==> config.mk <==
export PLATFORM = sky130hd
export DESIGN_NAME = mem_bus_arbiter
export DESIGN_NICKNAME = d
export VERILOG_FILES = /design/src/rtl/mem_bus_arbiter.sv
export SDC_FILE = /design/constraint.sdc
export NUM_CORES = 1
export LEC_CHECK = 0
export CORE_AREA = 2 2 217 219
export DETAILED_ROUTE_END_ITERATION = 6
export DIE_AREA = 0 0 219 221
export GPL_TIMING_DRIVEN = 0
export PLACE_DENSITY_LB_ADDON = 0.08
export SYNTH_ARGS = -nofsm -noshare
export SYNTH_HDL_FRONTEND = slang
export SYNTH_SLANG_ARGS = --single-unit
==> constraint.sdc <==
create_clock -name clock_i -period 8.9 [get_ports clock_i]
set_input_delay 1.78 -clock clock_i [delete_from_list [all_inputs] [get_ports clock_i]]
set_output_delay 1.78 -clock clock_i [all_outputs]
set_load 0.01 [all_outputs]
==> src/rtl/mem_bus_arbiter.sv <==
// Arbitrates the single valid/ready memory port between instruction fetch and load/store.
// The winner's request is registered onto the bus and held until bus_ready or a timeout.
module mem_bus_arbiter #(
  parameter int DATA_W         = 64,
  parameter bit RR_MODE        = 1'b0,
  parameter int TIMEOUT_CYCLES = 255
) (
  input  logic              clock_i,
  input  logic              reset_i,
  input  logic              if_valid_i,
  input  logic [DATA_W-1:0] if_addr_i,
  input  logic [1:0]        if_size_i,
  output logic              if_ready_o,
  output logic [DATA_W-1:0] if_data_read_o,
  output logic [1:0]        if_resp_o,
  input  logic              mem_valid_i,
  input  logic              mem_we_i,
  input  logic [DATA_W-1:0] mem_addr_i,
  input  logic [1:0]        mem_size_i,
  input  logic [DATA_W-1:0] mem_wdata_i,
  input  logic [7:0]        mem_wmask_i,
  output logic              mem_ready_o,
  output logic [DATA_W-1:0] mem_data_read_o,
  output logic [1:0]        mem_resp_o,
  output logic              bus_valid_o,
  output logic              bus_we_o,
  output logic [DATA_W-1:0] bus_addr_o,
  output logic [1:0]        bus_size_o,
  output logic [DATA_W-1:0] bus_wdata_o,
  output logic [7:0]        bus_wmask_o,
  input  logic              bus_ready_i,
  input  logic [DATA_W-1:0] bus_data_read_i,
  input  logic [1:0]        bus_resp_i,
  output logic [1:0]        arb_grant_o
);

  typedef enum logic [1:0] {IDLE, GNT_IF, GNT_MEM} state_e;

  localparam bit         TIMEOUT_EN = (TIMEOUT_CYCLES != 0);
  localparam logic [7:0] TO_LAST    = 8'(TIMEOUT_CYCLES - 1);

  state_e              state_q, state_d;
  logic                last_mem_q, last_mem_d;
  logic [7:0]          cnt_q, cnt_d;
  logic                bus_we_q, bus_we_d;
  logic [DATA_W-1:0]   bus_addr_q, bus_addr_d;
  logic [1:0]          bus_size_q, bus_size_d;
  logic [DATA_W-1:0]   bus_wdata_q, bus_wdata_d;
  logic [7:0]          bus_wmask_q, bus_wmask_d;

  logic                timeout_hit;
  logic                done;
  logic                grant_mem;
  logic [DATA_W-1:0]   rsp_data;
  logic [1:0]          rsp_code;

  always_ff @(posedge clock_i or posedge reset_i) begin
    if (reset_i) begin
      state_q     <= IDLE;
      last_mem_q  <= 1'b0;
      cnt_q       <= '0;
      bus_we_q    <= 1'b0;
      bus_addr_q  <= '0;
      bus_size_q  <= '0;
      bus_wdata_q <= '0;
      bus_wmask_q <= '0;
    end else begin
      state_q     <= state_d;
      last_mem_q  <= last_mem_d;
      cnt_q       <= cnt_d;
      bus_we_q    <= bus_we_d;
      bus_addr_q  <= bus_addr_d;
      bus_size_q  <= bus_size_d;
      bus_wdata_q <= bus_wdata_d;
      bus_wmask_q <= bus_wmask_d;
    end
  end

  // A real bus_ready always beats a coincident timeout, so real data/resp win.
  always_comb begin
    state_d         = state_q;
    last_mem_d      = last_mem_q;
    cnt_d           = cnt_q;
    bus_we_d        = bus_we_q;
    bus_addr_d      = bus_addr_q;
    bus_size_d      = bus_size_q;
    bus_wdata_d     = bus_wdata_q;
    bus_wmask_d     = bus_wmask_q;
    if_ready_o      = 1'b0;
    if_data_read_o  = '0;
    if_resp_o       = 2'b00;
    mem_ready_o     = 1'b0;
    mem_data_read_o = '0;
    mem_resp_o      = 2'b00;
    timeout_hit     = TIMEOUT_EN && (cnt_q == TO_LAST) && !bus_ready_i;
    done            = bus_ready_i || timeout_hit;
    rsp_data        = bus_ready_i ? bus_data_read_i : '0;
    rsp_code        = bus_ready_i ? bus_resp_i : 2'b10;
    grant_mem       = (if_valid_i && mem_valid_i) ? (RR_MODE ? !last_mem_q : 1'b1)
                                                  : mem_valid_i;

    case (state_q)
      IDLE: begin
        if (if_valid_i || mem_valid_i) begin
          cnt_d = '0;
          if (grant_mem) begin
            state_d     = GNT_MEM;
            last_mem_d  = 1'b1;
            bus_we_d    = mem_we_i;
            bus_addr_d  = mem_addr_i;
            bus_size_d  = mem_size_i;
            bus_wdata_d = mem_wdata_i;
            bus_wmask_d = mem_wmask_i;
          end else begin
            state_d     = GNT_IF;
            last_mem_d  = 1'b0;
            bus_we_d    = 1'b0;
            bus_addr_d  = if_addr_i;
            bus_size_d  = if_size_i;
            bus_wdata_d = '0;
            bus_wmask_d = '0;
          end
        end
      end
      GNT_IF: begin
        cnt_d = cnt_q + 8'd1;
        if (done) begin
          state_d        = IDLE;
          if_ready_o     = 1'b1;
          if_data_read_o = rsp_data;
          if_resp_o      = rsp_code;
        end
      end
      GNT_MEM: begin
        cnt_d = cnt_q + 8'd1;
        if (done) begin
          state_d         = IDLE;
          mem_ready_o     = 1'b1;
          mem_data_read_o = rsp_data;
          mem_resp_o      = rsp_code;
        end
      end
      default: state_d = IDLE;
    endcase
  end

  assign bus_valid_o = (state_q != IDLE);
  assign arb_grant_o = {state_q == GNT_MEM, state_q == GNT_IF};
  assign bus_we_o    = bus_we_q;
  assign bus_addr_o  = bus_addr_q;
  assign bus_size_o  = bus_size_q;
  assign bus_wdata_o = bus_wdata_q;
  assign bus_wmask_o = bus_wmask_q;

endmodule

=== Word level (Yosys, flattened, before mapping) ===
Cells that the tools add are included.

* Flip-flop bits (word level): 149
* Bits of input ports: 276
* Output and inout bits: 276
* Word-level logic and storage cells: 48

* $add $sub $neg: 1
* Equal/unequal tests: 5
* Muxes and demuxes: 23
* Reductions and logical operators: 12

{| class="wikitable"
|+ Operator list
! kind !! number
|-
| two-way mux 64 bit || 6
|-
| two-way mux 2 bit || 8
|-
| two-way mux 8 bit || 2
|-
| one-hot mux 8 bit (2 select lines) || 1
|-
| adder 8 x 1 -> 8 bit, second input constant || 1
|-
| == test 8 bit, second input constant || 1
|-
| AND reduction 2 bit || 3
|-
| two-way mux 1 bit || 5
|-
| one-hot mux 2 bit (2 select lines) || 1
|-
| nonzero test 2 bit || 2
|-
| == test 2 x 1 -> 1 bit, second input constant || 1
|-
| == test 2 bit, second input constant || 1
|-
| logical AND 1 bit || 2
|-
| zero test 2 bit || 1
|-
| logical OR 1 bit || 2
|-
| != test 2 x 1 -> 1 bit, second input constant || 1
|-
| != test 2 bit, second input constant || 1
|-
| OR reduction 2 bit || 1
|-
| zero test 1 bit || 1
|}

=== Longest topological paths before layout ===
* Depth in word-level cells: 5
* Depth in mapped cells: 8

=== Worst setup path before layout ===
OpenSTA, ideal clock, no wires.

* Path type: in2out
* Start: in bus_ready_i
* End: out if_data_read_o[48]
* Data arrival time: 2599 ps
* Setup slack: 4521 ps
* Stages: 4
* Path buffers: 3
* Path through: clkbuf_1 buf_2 clkbuf_1 and3_1

* Longest elaborated chain between the ends: 5
* Elaborated cells on any way between the ends: 6

{| class="wikitable"
|+ Ends and longest elaborated chain
! item !! RTL line !! RTL
|-
| start: declaration || 31 || <nowiki>input logic bus_ready_i,</nowiki>
|-
| zero test 1 bit || 95 || <nowiki>timeout_hit = TIMEOUT_EN && (cnt_q == TO_LAST) && !bus_ready_i;</nowiki>
|-
| logical AND 1 bit || 95 ||
|-
| logical OR 1 bit || 96 || <nowiki>done = bus_ready_i || timeout_hit;</nowiki>
|-
| two-way mux 64 bit (*) || 127 || <nowiki>if (done) begin</nowiki>
|-
| two-way mux 64 bit (*) || 102 || <nowiki>case (state_q)</nowiki>
|-
| end: declaration || 14 || <nowiki>output logic [DATA_W-1:0] if_data_read_o,</nowiki>
|}

Every way passes the cells marked *; elsewhere a longest branch is shown, timed or not.

=== Worst setup path after layout ===
* Start: in bus_ready_i
* End: out mem_data_read_o[3]

* Longest elaborated chain between the ends: 5
* Elaborated cells on any way between the ends: 6

{| class="wikitable"
|+ Ends and longest elaborated chain
! item !! RTL line !! RTL
|-
| zero test 1 bit || 95 ||
|-
| logical AND 1 bit || 95 ||
|-
| logical OR 1 bit || 96 ||
|-
| two-way mux 64 bit (*) || 136 || <nowiki>if (done) begin</nowiki>
|-
| two-way mux 64 bit (*) || 102 ||
|-
| end: declaration || 23 || <nowiki>output logic [DATA_W-1:0] mem_data_read_o,</nowiki>
|}

Marked as above.

==> run_results.csv <==
group,metric,value,unit
place,io_buffer_count,549,
place,placed_area,13600,um^2
yosys,syn_inst,702,
detailed_routing,vias,7817,
worst_setup_path,cp.required,7120,ps
timing,max_freq,0.179,GHz
timing,rsz0062_at_grt,"false",
timing,setup-violations-final,0,
finish,syn_to_final_growth,93.8,%
yosys,synth.most_common_cell,"dfrtp_1",
yosys,async_flop_share,1.00,
grt,grt_pass1_vias,8192,
detailed_routing,ant_nets,0,
timing,post-route-period-util,0.628,
grt,track_usage,0.157,
finish,nets,1552,
grt,grt_max_degree,91,
clock_tree,ctsResizeCount,0,
worst_setup_path,worstSetupPathType,"primary input to output port",
yosys,synth_area_leader_cell,"dfrtp_1",
clock_tree,cts_tree,"done",
detailed_routing,drtIter0Drc,230,
yosys,synth_area,7350,um^2
place,routabilityCongestion,0.863,
clock_tree,post_cts_buffers,0,
die,floorplan.initialDensity,0.160,
outcome,run_status,"complete, no violations",
yosys,yosys-top-cells-count,"dfrtp_1, and3_1, a22o_1, nand2_1, mux2i_1",
timing,worst_slack,3310,ps
yosys,syn-num-nets,983,
power,intPower,2.47,mW
finish,design_area,14200,um^2
power,total_power,3.92,mW
die,boundaryPins,552,
power,p_comb_frac,0.512,
yosys,ys_warn_count,0,
worst_setup_path,start_kind,"primary input",
yosys,ys_types,45,
timing,drv_slew,0,
finish,final_util,0.309,
detailed_routing,drtPass1Iterations,4,
timing,fin_crit,5590,ps
yosys,syn_avg_cell_area,10.5,um^2
yosys,synth_edf_count,0,
grt,antenna_found_initial,2,
timing,slew-limit-headroom,0.617,
die,rows,79,
power,sequentialPowerShare,0.293,
grt,grt-ovfl-total,0,
timing,worst_slew_pin_slew,572,ps
die,die_width,219,um
detailed_routing,viasPerCell,4.13,
power,net-switching-power,1.44,mW
power,p_per_area,275,nW/um^2
run,maxCapViolCount,0,
place,place_ws,3250,ps
die,dieArea,48400,um^2
clock_tree,cts_buffer_depth,2,
timing,fin_tns_setup,0,ps
yosys,synth_area_leaders,"dfrtp_1, and3_1, mux2i_1",
timing,skew,7.92,ps
clock_tree,clk_latency,440,ps
power,ir_worst_vdd,0.128,mV
clock_tree,h-tree-depth,4,
grt,grt_pass1_wl,56000,um
worst_setup_path,crit_fanout,10,
yosys,synth_seq_cells,149,
timing,hold_viol,0,
die,core,46100,um^2
detailed_routing,wl,39100,um
clock_tree,cts.sinks,149,
clock_tree,cts_inserted_buffers,17,
die,fp.dieH,221,um
power,power_frac_clock,0.195,
clock_tree,cts_hold_buf,0,
worst_setup_path,crit_path_end_kind,"output port",
yosys,synth-main-ff-cell,"dfrtp_1",
power,leakage,6.29,nW
power,swShare,0.368,
detailed_routing,wl_per_cell,20.7,um
hold_path,min_path_type,"register to register",
worst_setup_path,cp.arrival,3810,ps
yosys,yosysSeqAreaShare,0.507,
yosys,netlist.area_leader.share,0.507,
place,dp_hpwl,31200,um
detailed_routing,drc,0,
clock_tree,cts_root_buf,"clkbuf_16",
finish,layout-drive-gt1-share,0.0600,
worst_setup_path,reg2reg_slack,6940,ps
clock_tree,path_clk_slew,60,ps
[worst paths after layout]
| check | cells after the start | to | startpoint |
|---|---|---|---|
| min | 2 | bus_addr_o[22] | bus_addr_o[22] |
| max | 5 | mem_data_read_o[3] | bus_ready_i |
| max reg2reg | 7 | bus_wdata_o[25] | state_q[1] |
| min in group asynchronous | 2 | bus_wdata_o[8] | reset_i |
| max in group asynchronous | 3 | bus_wdata_o[22] | reset_i |
| min reg2reg | 2 | bus_addr_o[22] | bus_addr_o[22] |
[power by group through the flow]
| stage | registers, mW | clock network (mW) | logic [mW] |
|---|---|---|---|
| 6_report | 1.15 | 0.765 | 2.00 |
| 5_1_grt | 1.19 | 0.823 | 2.17 |
| 4_1_cts | 1.15 | 0.796 | 2.06 |
| 3_5_place_dp | 1.14 | 0 | 2.06 |
| 3_3_place_gp | 1.15 | 0 | 2.06 |
| 2_1_floorplan | 1.27 | 0 | 0.710 |
[per-stage QoR]
stage / instances / hold WS (ps)
after floorplan: 702 / 510
after global placement: 1858 / 460
after detailed placement: 1859 / 469
after CTS: 1891 / 483
after global routing: 1892 / 502
final: 1892 / 474
[cell families after synthesis]
group | synth area share
AND/OR/NAND/NOR | 0.178
AO/OA/AOI/OAI | 0.156
flip-flops | 0.507
buffers and inverters | 0.0565
multiplexers | 0.0926
adder cells (fa/ha/maj) | 0.00851
XOR/XNOR | 0.00119
[sequential cells by signal, indices dropped and copies added (netlist names)]
name	count
bus_addr_o	64
bus_we_o	1
state_q	2
cnt_q	8
bus_wdata_o	64
bus_wmask_o	8
bus_size_o	2
[metal layers]
metal	track usage	share of wire
met1	0.159	0.36
met4	0.0752	0.044
met3	0.0540	0.087
met2	0.286	0.51
met5	0	0.00033
[critical path, stage by stage]
cell and delay [ps]:
clkbuf_1 400, buf_2 340, clkbuf_1 380, and3_1 220, clkdlybuf4s50_1 680
[cells in the final DEF, fill, tap and decap left out, types with 3 or more instances in the layout]
master,instances
clkdlybuf4s50_1,549
dfrtp_1,149
and3_1,131
a22o_1,73
nand2_1,72
mux2i_1,68
o21ai_0,66
clkbuf_1,36
buf_2,22
clkbuf_16,17
buf_6,11
o21ai_1,7
inv_1,6
nor2_1,5
ha_1,5
nor2b_1,4
nand3_1,4
o211ai_1,4
clkinvlp_4,4
buf_4,3
nor4_1,3
nand2b_1,3
bufinv_16,3
clkinv_2,3
[final cells by class]
class,count,area [um^2]
clock inverter,12,153
multi-input combinational,475,3210
timing repair buffer,550,5520
clock buffer,20,447
antenna,1,2.50
buffer,71,389
tap,607,759
sequential,149,3730
inverter,7,33.8
fill,4911,31800
Power figures use the tool's default switching activity.
